File: src/rtl/g726_pkg.sv
`default_nettype none
// ============================================================================
//  Module   : g726_pkg
//  Purpose  : Shared constants and FSM state type for the G.726 UPA2 stage.
//  Revision : 1.0
// ============================================================================
package g726_pkg;

    localparam logic [16:0] c_UGA2A_NEG   = 17'd114688;
    localparam logic [16:0] c_UGA2A_POS   = 17'd16384;
    localparam logic [15:0] c_A1_NEG_LIM  = 16'd57345;
    localparam logic [16:0] c_A1S_NEG_SAT = 17'd98308;
    localparam logic [15:0] c_A1_POS_LIM  = 16'd8191;
    localparam logic [16:0] c_A1S_POS_SAT = 17'd32764;
    localparam logic [16:0] c_UGA2_SEXT   = 17'd126976;
    localparam logic [16:0] c_ULA2_SEXT   = 17'd65024;
    localparam logic [15:0] c_A2UL        = 16'd12288;
    localparam logic [15:0] c_A2LL        = 16'd53248;

    typedef enum logic [1:0] {
        ST_IDLE  = 2'd0,
        ST_FETCH = 2'd1,
        ST_CALC  = 2'd2,
        ST_DONE  = 2'd3
    } upa2_state_t;

endpackage
`default_nettype wire

File: src/rtl/upa2_hist.sv
`default_nettype none
// ============================================================================
//  Module   : upa2_hist
//  Purpose  : Per-channel PK1/PK2 sign history, combinational read, shift on write.
//  Revision : 1.0
// ============================================================================
module upa2_hist #(
    parameter int CHANNELS = 32,
    parameter int CH_W     = $clog2(CHANNELS)
) (
    input  logic            clk,
    input  logic            reset,
    input  logic [CH_W-1:0] i_ch,
    input  logic            i_we,
    input  logic            i_pk0,
    output logic            o_pk1,
    output logic            o_pk2
);

    logic [CHANNELS-1:0] w_pk1;
    logic [CHANNELS-1:0] w_pk2;
    logic                w_ch_ok;

    // Out-of-range channels read as zero history and are never written.
    assign w_ch_ok = (32'(i_ch) < 32'(CHANNELS));

    generate
        for (genvar i = 0; i < CHANNELS; i++) begin : g_entry
            logic r_pk1;
            logic r_pk2;

            always_ff @(posedge clk or negedge reset) begin
                if (!reset) begin
                    r_pk1 <= 1'b0;
                    r_pk2 <= 1'b0;
                end else if (i_we && w_ch_ok && (32'(i_ch) == 32'(i))) begin
                    r_pk2 <= r_pk1;
                    r_pk1 <= i_pk0;
                end
            end

            assign w_pk1[i] = r_pk1;
            assign w_pk2[i] = r_pk2;
        end
    endgenerate

    assign o_pk1 = w_ch_ok ? w_pk1[i_ch] : 1'b0;
    assign o_pk2 = w_ch_ok ? w_pk2[i_ch] : 1'b0;

endmodule
`default_nettype wire

File: src/rtl/upa2.sv
`default_nettype none
// ============================================================================
//  Module   : upa2
//  Purpose  : G.726 second-order pole coefficient (A2) update, time-shared
//             over CHANNELS with a start/done handshake.
//  Options  : UPA2_LIMC_EN clamps A2T to [-12288, 12288] before registering.
//  Revision : 1.0
// ============================================================================
module upa2
    import g726_pkg::*;
#(
    parameter int CHANNELS = 32,
    parameter int CH_W     = $clog2(CHANNELS)
) (
    input  logic            clk,
    input  logic            reset,
    input  logic            start,
    input  logic [CH_W-1:0] ch,
    input  logic            pk0,
    input  logic            sigpk,
    input  logic            tr,
    input  logic [15:0]     a1,
    input  logic [15:0]     a2,
    output logic            ready,
    output logic            done,
    output logic [15:0]     a2p
);

    upa2_state_t     r_state, w_next;
    logic [CH_W-1:0] r_ch;
    logic            r_pk0, r_sigpk, r_tr;
    logic [15:0]     r_a1, r_a2;
    logic            r_pk1, r_pk2;
    logic [15:0]     r_a2t, r_a2p;
    logic            r_done;
    logic            w_rd_pk1, w_rd_pk2, w_hist_we;

    logic            w_pks1, w_pks2;
    logic [16:0]     w_uga2a, w_a1s, w_fa, w_uga2b, w_uga2b_sh, w_uga2;
    logic [16:0]     w_a2_sh, w_ula2, w_ua2_sum;
    logic [15:0]     w_a2t, w_lim, w_result;

    upa2_hist #(
        .CHANNELS (CHANNELS),
        .CH_W     (CH_W)
    ) u_hist (
        .clk   (clk),
        .reset (reset),
        .i_ch  (r_ch),
        .i_we  (w_hist_we),
        .i_pk0 (r_pk0),
        .o_pk1 (w_rd_pk1),
        .o_pk2 (w_rd_pk2)
    );

    always_comb begin
        w_next    = r_state;
        w_hist_we = 1'b0;
        case (r_state)
            ST_IDLE:  if (start) w_next = ST_FETCH;
            ST_FETCH: w_next = ST_CALC;
            ST_CALC: begin
                w_next    = ST_DONE;
                w_hist_we = 1'b1;
            end
            default:  w_next = ST_IDLE;
        endcase
    end

    always_comb begin
        w_pks1  = r_pk0 ^ r_pk1;
        w_pks2  = r_pk0 ^ r_pk2;
        w_uga2a = w_pks2 ? c_UGA2A_NEG : c_UGA2A_POS;
        if (r_a1[15])
            w_a1s = (r_a1 >= c_A1_NEG_LIM) ? {r_a1[14:0], 2'b00} : c_A1S_NEG_SAT;
        else
            w_a1s = (r_a1 <= c_A1_POS_LIM) ? {r_a1[14:0], 2'b00} : c_A1S_POS_SAT;
        w_fa       = w_pks1 ? w_a1s : (17'd0 - w_a1s);
        w_uga2b    = w_uga2a + w_fa;
        w_uga2b_sh = w_uga2b >> 7;
        // Bit 16 is the sign of UGA2B; extend it across the shifted-out range.
        if (r_sigpk)
            w_uga2 = 17'd0;
        else
            w_uga2 = w_uga2b[16] ? (w_uga2b_sh + c_UGA2_SEXT) : w_uga2b_sh;
        w_a2_sh   = {1'b0, r_a2} >> 7;
        w_ula2    = r_a2[15] ? (17'd65536 - (w_a2_sh + c_ULA2_SEXT))
                             : (17'd65536 - w_a2_sh);
        w_ua2_sum = w_uga2 + w_ula2;
        w_a2t     = r_a2 + w_ua2_sum[15:0];
`ifdef UPA2_LIMC_EN
        if ($signed(w_a2t) > $signed(c_A2UL))
            w_lim = c_A2UL;
        else if ($signed(w_a2t) < $signed(c_A2LL))
            w_lim = c_A2LL;
        else
            w_lim = w_a2t;
`else
        w_lim = w_a2t;
`endif
        w_result = r_tr ? 16'd0 : w_lim;
    end

    always_ff @(posedge clk or negedge reset) begin
        if (!reset) begin
            r_state <= ST_IDLE;
            r_ch    <= '0;
            r_pk0   <= 1'b0;
            r_sigpk <= 1'b0;
            r_tr    <= 1'b0;
            r_a1    <= 16'd0;
            r_a2    <= 16'd0;
            r_pk1   <= 1'b0;
            r_pk2   <= 1'b0;
            r_a2t   <= 16'd0;
            r_a2p   <= 16'd0;
            r_done  <= 1'b0;
        end else begin
            r_state <= w_next;
            r_done  <= (r_state == ST_DONE);
            case (r_state)
                ST_IDLE: begin
                    if (start) begin
                        r_ch    <= ch;
                        r_pk0   <= pk0;
                        r_sigpk <= sigpk;
                        r_tr    <= tr;
                        r_a1    <= a1;
                        r_a2    <= a2;
                    end
                end
                ST_FETCH: begin
                    r_pk1 <= w_rd_pk1;
                    r_pk2 <= w_rd_pk2;
                end
                ST_CALC:  r_a2t <= w_result;
                default:  r_a2p <= r_a2t;
            endcase
        end
    end

    assign ready = (r_state == ST_IDLE);
    assign done  = r_done;
    assign a2p   = r_a2p;

endmodule
`default_nettype wire

File: config.mk
export PLATFORM = sky130hd
export DESIGN_NAME = upa2
export DESIGN_NICKNAME = d
export VERILOG_FILES = /design/src/rtl/g726_pkg.sv /design/src/rtl/upa2_hist.sv /design/src/rtl/upa2.sv
export SDC_FILE = /design/constraint.sdc
export NUM_CORES = 1
export LEC_CHECK = 0
export ABC_AREA = 1
export CELL_PAD_IN_SITES_DETAIL_PLACEMENT = 0
export CELL_PAD_IN_SITES_GLOBAL_PLACEMENT = 1
export CORE_ASPECT_RATIO = 1.25
export CORE_MARGIN = 2
export CORE_UTILIZATION = 40
export CTS_CLUSTER_DIAMETER = 30
export DETAILED_ROUTE_END_ITERATION = 8
export GPL_TIMING_DRIVEN = 1
export HOLD_SLACK_MARGIN = 0.1
export PLACE_DENSITY_LB_ADDON = 0.05
export SYNTH_ARGS = -nofsm -noshare
export SYNTH_HDL_FRONTEND = slang
export SYNTH_HIERARCHICAL = 1
export SYNTH_SLANG_ARGS = --single-unit
export TNS_END_PERCENT = 1
File: constraint.sdc
create_clock -name clk -period 4.5 [get_ports clk]
set_input_delay 0.9 -clock clk [delete_from_list [all_inputs] [get_ports clk]]
set_output_delay 0.9 -clock clk [all_outputs]
set_load 0.02 [all_outputs]
# == Word-level counts from Yosys, hierarchy flattened ==
# Index checks and enable logic that the tools add are counted.
# word_totals
reg_bits,141
output_inout_bits,18
# classes
addsub,8
magnitude_cmp,3
eq_ne,35
muxes,16
bitwise,2
reduce_logical,36
# ops
cell,n
$mux W17,5
$eq A5 B5 Y1 const B,16
$mux W16,4
$eq A5 B4 Y1 const B,8
$add A16 B16 Y16,2
$logic_and A1 B1 Y1,32
$eq A5 B3 Y1 const B,4
$add A17 B17 Y17,1
$sub A1 B17 Y17 const A,1
$add A9 B16 Y16 const B,1
$ge A16 B16 Y1 const B,1
$le A16 B13 Y1 const B,1
$sub A1 B16 Y16 const A,1
$add A11 B13 Y14 const B,1
$bmux W1 S5,2
$eq A5 B2 Y1 const B,2
$sub A1 B9 Y10 const A,1
$lt A5 B6 Y1 const B,1
$pmux W2 S3,1
$eq A5 B1 Y1 const B,1
$logic_not A5 Y1,1
$eq A2 B2 Y1 const B,2
$mux W1,3
$reduce_or A3 Y1,1
6 further kinds,7

# == Depth between registers and ports, before layout ==
# Gate-level depths: netlist (run 1).
# logic_depth
depth_word,12
ltp_mapped,34
ltp_nobuf,34

# == Cells and area by module ==
# Netlist (run 1), hierarchy kept.
# modules_own_cells
module,instances,cells_each,area_each_um2,seq_area_each_um2
upa2,1,477,4510.6,1926.8
upa2_hist,1,417,3330.7,1601.5

# == Least setup slack after synthesis (run 1) ==
# Ideal clock, no wire load.
# synth_timing
path_kind,reg2reg
startpoint,register r_a1[15]
endpoint,register r_a2t[12]
setup_time_ns,0.122
arrival_ns,4.703
t_required_ns,4.378
slack_ns,-0.324
path_stages_with_launch,31
path_buffers,0
cell_sequence,dfrtp_1 > inv_2 > nor3_4 > nand2_2 > nand2_2 > nand3_2 > nand2_2 > nand2_2 > nor2_4 > inv_1 > nor2_1 > xor2_1 > inv_1 > fa_1 > xor2_1 > xor2_1 > inv_1 > nand3_1 > nand3_2 > inv_1 > fa_1 > ha_1 > nand2_1 > nor3_1 > nand3_1 > nand2_1 > nand2_1 > nand2_1 > a21oi_1 > or2_2 > a32o_1
# synth_via
elab_chain_cells,12
elab_cells_between_ends,14
classes_between,add/sub: 5; order compare: 2; mux: 7
# synth_lines
element,line,source
"start, declared",upa2.sv:32,"logic [15:0] r_a1, r_a2;"
"start signal, assigned",upa2.sv:111,r_a1 <= 16'd0;
"start signal, assigned",upa2.sv:128,r_a1 <= a1;
$le A16 B13 Y1 or $ge A16 B16 Y1 (tied branches),"upa2.sv:77, upa2.sv:75",
$mux W17 (on tied branches),"upa2.sv:77, upa2.sv:75",
$mux W17 (*),upa2.sv:74,if (r_a1[15])
$sub A1 B17 Y17,upa2.sv:78,w_fa = w_pks1 ? w_a1s : (17'd0 - w_a1s);
$mux W17 (*),upa2.sv:78,
$add A17 B17 Y17 (*),upa2.sv:79,w_uga2b = w_uga2a + w_fa;
$add A11 B13 Y14,upa2.sv:85,w_uga2 = w_uga2b[16] ? (w_uga2b_sh + c_UGA2_SEXT) : w_uga2b_sh;
$mux W16 (*),upa2.sv:85,
$mux W16 (*),upa2.sv:82,if (r_sigpk)
$add A16 B16 Y16 (*),upa2.sv:89,w_ua2_sum = w_uga2 + w_ula2;
$add A16 B16 Y16 (*),upa2.sv:90,w_a2t = r_a2 + w_ua2_sum[15:0];
$mux W16 (*),upa2.sv:101,w_result = r_tr ? 16'd0 : w_lim;
"end signal, assigned",upa2.sv:136,ST_CALC: r_a2t <= w_result;
"end, declared",upa2.sv:34,"logic [15:0] r_a2t, r_a2p;"
# Mark *: on every way between the ends. The rest lies on a longest branch, timed or not.
# A chain may end at the register's enable or synchronous reset.

# == Worst setup path after layout (run 1) ==
# layout_timing
startpoint,register r_a1[4]
endpoint,register r_a2t[12]
# Same word-level chain as after synthesis.

==> results of run 1 <==
worst max-delay path, delay by kind of cell (launching register included):
family	cells	cell delay [ns]
adder cells (fa/ha/maj)	3	1.17
XOR/XNOR	3	0.53
buffers and inverters	4	0.41
flip-flops	1	0.37
AO/OA/AOI/OAI	3	0.41
AND/OR/NAND/NOR	18	1.79
through the flow:
stage | hold WS [ns] | instance area, µm²
floorplan | 0.442 | 7870
global placement | 0.459 | 9090
detailed placement | 0.467 | 9090
CTS | 0.487 | 9900
global route | 0.509 | 10000
finish | 0.480 | 10000
logic make-up after synthesis:
logic type,count (synthesis)
simple gates,412
compound gates,128
fa+ha+maj,38
xor+xnor,15
buf+inv,95
flops,141
mux,65
layout make-up:
type	count	area (µm²)	area share, %
clock buffer	19	453	4.52
clock inverter	13	140	1.40
inverter	70	269	2.68
multi-input combinational	658	4090	40.8
sequential	141	3530	35.2
tap	265	332	3.31
timing repair buffer	138	1210	12.1
cells in the final DEF (no fill, tap or decap), types with 12 or more instances in the layout:
cell type and instances:
a21oi_1 46, buf_4 74, clkbuf_16 17, clkdlybuf4s50_1 59
dfrtp_1 140, fa_1 14, ha_1 19, inv_1 56
mux2_2 46, mux2_4 17, nand2_1 265, nand3_1 29
nor2_1 70, o21ai_0 56, xor2_1 12
flip-flops by register name (all words and copies together), names as in the netlist:
register	count
r_a1	16
r_pk0	1
done	1
r_a2	16
r_a2t	16
a2p	16
r_pk1	1
u_hist/g_entry.r_pk1	32
r_sigpk	1
r_ch	5
r_pk2	1
r_state	2
u_hist/g_entry.r_pk2	32
r_tr	1
cells in the mapped netlist, types with 2 or more instances:
library cell | count | area (µm²)
a21oi_1 | 50 | 250
a22o_1 | 5 | 43.8
a22oi_1 | 2 | 15.0
buf_2 | 5 | 25.0
buf_4 | 2 | 15.0
buf_6 | 4 | 45.0
clkbuf_1 | 13 | 48.8
clkinv_1 | 3 | 11.3
dfrtp_1 | 141 | 3530
fa_1 | 15 | 300
ha_1 | 23 | 288
inv_1 | 61 | 229
inv_2 | 5 | 18.8
mux2_1 | 2 | 22.5
mux2_2 | 46 | 518
mux2_4 | 17 | 255
nand2_1 | 272 | 1020
nand2_2 | 7 | 43.8
nand3_1 | 32 | 160
nand3_2 | 2 | 20.0
nand4_1 | 5 | 31.3
nor2_1 | 75 | 282
nor2_2 | 3 | 18.8
nor2_4 | 4 | 45.0
nor3_1 | 6 | 30.0
o21ai_0 | 63 | 315
o21bai_1 | 2 | 15.0
o31ai_1 | 2 | 15.0
or2_2 | 2 | 12.5
xnor2_1 | 3 | 26.3
xor2_1 | 12 | 105
layer usage:
metal  part of all wire (%)  track usage (%)
met4                    1.9             6.37
met1                     42             24.6
met2                     53             37.3
met5                      0                0
met3                    2.4             4.00
final timing paths:
path | start | to | cells past startpoint
setup / recovery | r_a1[4]$_DFFE_PN0P_ | r_a2t[12]$_DFFE_PN0P_ | 31
hold / removal | r_a2t[11]$_DFFE_PN0P_ | r_a2t[11]$_DFFE_PN0P_ | 2
setup reg to reg | r_a1[4]$_DFFE_PN0P_ | r_a2t[12]$_DFFE_PN0P_ | 31
hold reg to reg | r_a2t[11]$_DFFE_PN0P_ | r_a2t[11]$_DFFE_PN0P_ | 2
max in group asynchronous | reset | r_a1[15]$_DFFE_PN0P_ | 2
min in group asynchronous | reset | u_hist/g_entry[0].r_pk2$_DFFE_PN0P_ | 1
repair_timing:
item,in CTS,in global routing
endpoints found under the hold margin,0,0
setup buffers,20,4
endpoints found under the setup margin,6,10
pin swaps,19,30
gates resized for setup,23,24
==> results.yml, run 1 <==
sta:
  min_period_over_period_pct: 106
  slew_headroom_pct: 32.8
  fin_crit_ns: 4.78
  fmax_ghz: 0.209
  rsz0062_at_grt: "true"
  final_max_slew_viol_count: 0
  finalHoldViolations: 0
  fin_ws_ns: -0.279
  finalSetupViolCount: 8
  fin_skew_ns: 0.00886
  final.setup.tns_ns: -1.36
  worst_pin_slew_ns: 1.01
worst_setup_path:
  path_max_fanout: 4
  crit_type: "reg2reg"
  critPathCaptureType: "flop"
  r2r_slack_ns: -0.28
  critical-path-max-stage-delay_ns: 0.48
  cp-start-kind: "flop"
  cp_common_cell: "nand2_2"
  crit_arrival_ns: 5.09
  required_ns: 4.81
  crit_slowest_cell: "fa_1"
placement:
  post-place-cells: 1249
  place_ws_ns: -0.338
  dp.final_hpwl_um: 14400
  place.gp.congestion: 0.843
  port-buffer-count: 60
synth:
  synth-xor-area-share_pct: 1.68
  synth-edff-count: 0
  synthMuxAreaShare_pct: 10.1
  avgSynthCellArea_um2: 8.77
  yosysSeqAreaShare_pct: 45.0
  synth_cells: 894
  syn_nets: 975
  synth-compound-area-share_pct: 8.79
  yosys_register_bits: 141
  yosys_warnings: 6
  async_reset_ff_share_pct: 100
  synth-main-ff-cell: "dfrtp_1"
  synthAdderAreaFrac_pct: 7.50
  synth-simple-area-share_pct: 21.7
  synth_top_family_by_area: "simple AND/OR/NAND/NOR gates"
  yosysUniqueCellTypes: 41
  syn_area_mm2: 0.00784
drt:
  ant_nets: 0
  firstDrtPassIters: 5
  drcViolationCount: 0
  via_count: 6337
  wl_per_cell_um: 15.5
  viasPerCell: 4.86
  wl_um: 20200
  drt_iter0_drc: 306
run_status:
  violations: "negative setup slack"
  outcome: "finished, violations left"
cells_and_area:
  final_nets: 1107
  drive_gt1_share_pct: 23.1
  postLayoutCoreUtil_pct: 51.9
  nFillCells: 1853
  stdcell_count: 1304
  antenna_cells: 0
  area.growth.synth_to_final_pct: 27.8
clock_network:
  cts_root_buffer: "clkbuf_16"
  clock_sinks: 141
  clk_latency_ns: 0.42
  postCtsHoldBufs: 0
  tritoncts: "done"
  cts.clk_slew.worst_paths_ns: 0.06
  cts.path.max_buffers: 2
  cts_buffers: 17
  htreeDepth: 4
floorplan:
  coreArea_mm2: 0.0193
  row_count: 57
  die_x_um: 129
  initial_core_util_pct: 40.6
  ioPinCount: 61
  die_h_um: 161
  die-area_mm2: 0.0207
min_path:
  hp-class: "reg2reg"
global_route:
  grt_usage_pct: 20.7
  grt_pass1_vias: 6751
  grt_max_degree: 92
  antenna_found_initial: 0
  grt_pass1_wl_um: 33600
  overflow: 0
flow_run:
  maxCapViolCount: 0
Power of run 1 is left out: the tool's default activity adds up to more than one toggle a clock period on the data nets, which glitch-free logic cannot reach.
==> run 2: changes to the inputs <==
--- a/config.mk
+++ b/config.mk
@@ -10,7 +10,7 @@
 export CELL_PAD_IN_SITES_GLOBAL_PLACEMENT = 1
 export CORE_ASPECT_RATIO = 1.25
 export CORE_MARGIN = 2
-export CORE_UTILIZATION = 40
+export CORE_UTILIZATION = 41
 export CTS_CLUSTER_DIAMETER = 30
 export DETAILED_ROUTE_END_ITERATION = 8
 export GPL_TIMING_DRIVEN = 1
==> run 2 against run 1 <==
The flow still finishes with violations (negative setup slack). Fmax grew 0.26%. Final cell count fell by 2.5%. Count of clock-buffer cells in the layout shrank 1. Worst setup slack better by 0.012 ns. Register-to-register slack about the same. First-iteration DRC count shrank 4.2%. Sequential share of layout area about the same. Via count rose by 1.1%. Die area decreased by 2.4%. Global-route usage is 0.16 points higher. Critical path type unchanged.
==> results.yml, run 2 (synthesized netlist as in run 1, its figures left out) <==
floorplan:
  die_h_um: 159
  die_x_um: 128
  initial_core_util_pct: 41.8
  ioPinCount: 61
  die-area_mm2: 0.0203
  coreArea_mm2: 0.0188
  row_count: 56
sta:
  worst_pin_slew_ns: 1.11
  slew_headroom_pct: 25.6
  fin_ws_ns: -0.267
  finalSetupViolCount: 8
  fin_skew_ns: 0.00930
  min_period_over_period_pct: 106
  final_max_slew_viol_count: 0
  whs_ns: 0.476
  fin_crit_ns: 4.77
  finalHoldViolations: 0
  rsz0062_at_grt: "true"
  fmax_ghz: 0.210
  final.setup.tns_ns: -1.08
worst_setup_path:
  path_max_fanout: 4
  critical-path-max-stage-delay_ns: 0.48
  r2r_slack_ns: -0.27
  worstReg2RegEnd: "r_a2t[15]$_DFFE_PN0P_"
  cp-start-kind: "flop"
  reg2reg_depth: 33
  crit_arrival_ns: 5.08
  crit_type: "reg2reg"
  required_ns: 4.82
  reg2reg_from: "r_a1[1]$_DFFE_PN0P_"
  cp-startpoint: "r_a1[1]$_DFFE_PN0P_"
  critPathCaptureType: "flop"
  crit_end: "r_a2t[15]$_DFFE_PN0P_"
  crit_slowest_cell: "fa_1"
  cp_common_cell: "nand2_2"
cells_and_area:
  nFillCells: 1752
  antenna_cells: 0
  postLayoutCellArea_mm2: 0.0100
  top_regs: "u_hist/g_entry.r_pk1 (32), u_hist/g_entry.r_pk2 (32)"
  final_nets: 1107
  area.growth.synth_to_final_pct: 28.0
  final_cell_mix: "nand2_1 (265), dfrtp_1 (140), buf_4 (76)"
  drive_gt1_share_pct: 23.0
  mostFrequentLayoutCell: "nand2_1"
placement:
  place_ws_ns: -0.366
  place.gp.congestion: 0.868
  place_area_mm2: 0.00903
  port-buffer-count: 60
  dp.final_hpwl_um: 14300
clock_network:
  postCtsHoldBufs: 0
  htreeDepth: 4
  clk_latency_ns: 0.43
  cts.path.max_buffers: 2
  tritoncts: "done"
  cts.clk_slew.worst_paths_ns: 0.06
  cts_root_buffer: "clkbuf_16"
  cts_buffers: 17
  clock_sinks: 141
min_path:
  hold_depth: 2
  hp-class: "reg2reg"
run_status:
  outcome: "finished, violations left"
  violations: "negative setup slack"
global_route:
  overflow: 0
  grt_pass1_wl_um: 32900
  grt_pass1_vias: 6651
  antenna_found_initial: 0
  grt_usage_pct: 20.9
  grt_max_degree: 95
drt:
  viasPerCell: 5.04
  ant_nets: 0
  drt_iter0_drc: 293
  wl_per_cell_um: 15.8
  via_count: 6408
  wl_um: 20100
  drcViolationCount: 0
  firstDrtPassIters: 5
flow_run:
  maxCapViolCount: 0
run 2: changes by cell type in the layout (fill, tap and decap cells not counted), moves of 3 or more:
cell	change
a21oi_2	+4
clkinv_4	-3
bufinv_16	+3
a21oi_1	-4
nor2_2	-4
nor2_4	+3
o21ai_1	+3
run 2: worst max-delay path: cells and delay by family (launching register included):
family | cells | cell delay (ns)
AO/OA/AOI/OAI | 4 | 0.44
XOR/XNOR | 3 | 0.54
adder cells (fa/ha/maj) | 3 | 1.14
buffers and inverters | 5 | 0.39
flip-flops | 1 | 0.39
AND/OR/NAND/NOR | 18 | 1.71
run 2: through the flow:
step | util (%) | cells
2_1_floorplan | - | 894
4_1_cts | 52.7 | 1268
5_1_grt | 53.4 | 1271
6_report | 53.4 | 1271
3_5_place_dp | 48.1 | 1215
3_3_place_gp | 48.1 | 1215
run 2: layout make-up:
type,instances,area (µm²),share of cell area [%]
flip-flops and latches,141,3530,35.2
repair buffers,138,1190,11.9
multi-input cells,658,4100,40.8
clock buffers,18,439,4.38
inverters,70,269,2.68
well taps,232,290,2.89
clock inverters,14,214,2.13
run 2: how the worst min path moves through the flow:
stage | from | endpoint | slack [ns]
final | r_a2t[9]$_DFFE_PN0P_ | r_a2t[9]$_DFFE_PN0P_ | 0.48
after global routing | u_hist/g_entry[11].r_pk2$_DFFE_PN0P_ | u_hist/g_entry[11].r_pk2$_DFFE_PN0P_ | 0.51
after CTS | r_a2t[9]$_DFFE_PN0P_ | r_a2t[9]$_DFFE_PN0P_ | 0.48
after detailed placement | r_a2t[9]$_DFFE_PN0P_ | r_a2t[9]$_DFFE_PN0P_ | 0.47
after global placement | u_hist/g_entry[6].r_pk2$_DFFE_PN0P_ | u_hist/g_entry[6].r_pk2$_DFFE_PN0P_ | 0.45
after floorplan | u_hist/g_entry[22].r_pk2$_DFFE_PN0P_ | u_hist/g_entry[22].r_pk2$_DFFE_PN0P_ | 0.44
run 2: what timing repair did:
action | CTS | global route
gates resized for setup | 21 | 31
pin swaps | 19 | 32
buffers inserted | 21 | 4
setup endpoints to repair | 6 | 10
run 2: metal layers:
metal / up-vias / global-route usage, % / wire, µm
met5: - / 0 / 0
met4: 0 / 6.28 / 349
met3: 24 / 4.30 / 557
met2: 103 / 39.6 / 11000
met1: 3105 / 23.4 / 8180
li1: 3176 / - / -
Power of run 2 is left out for the same reason.
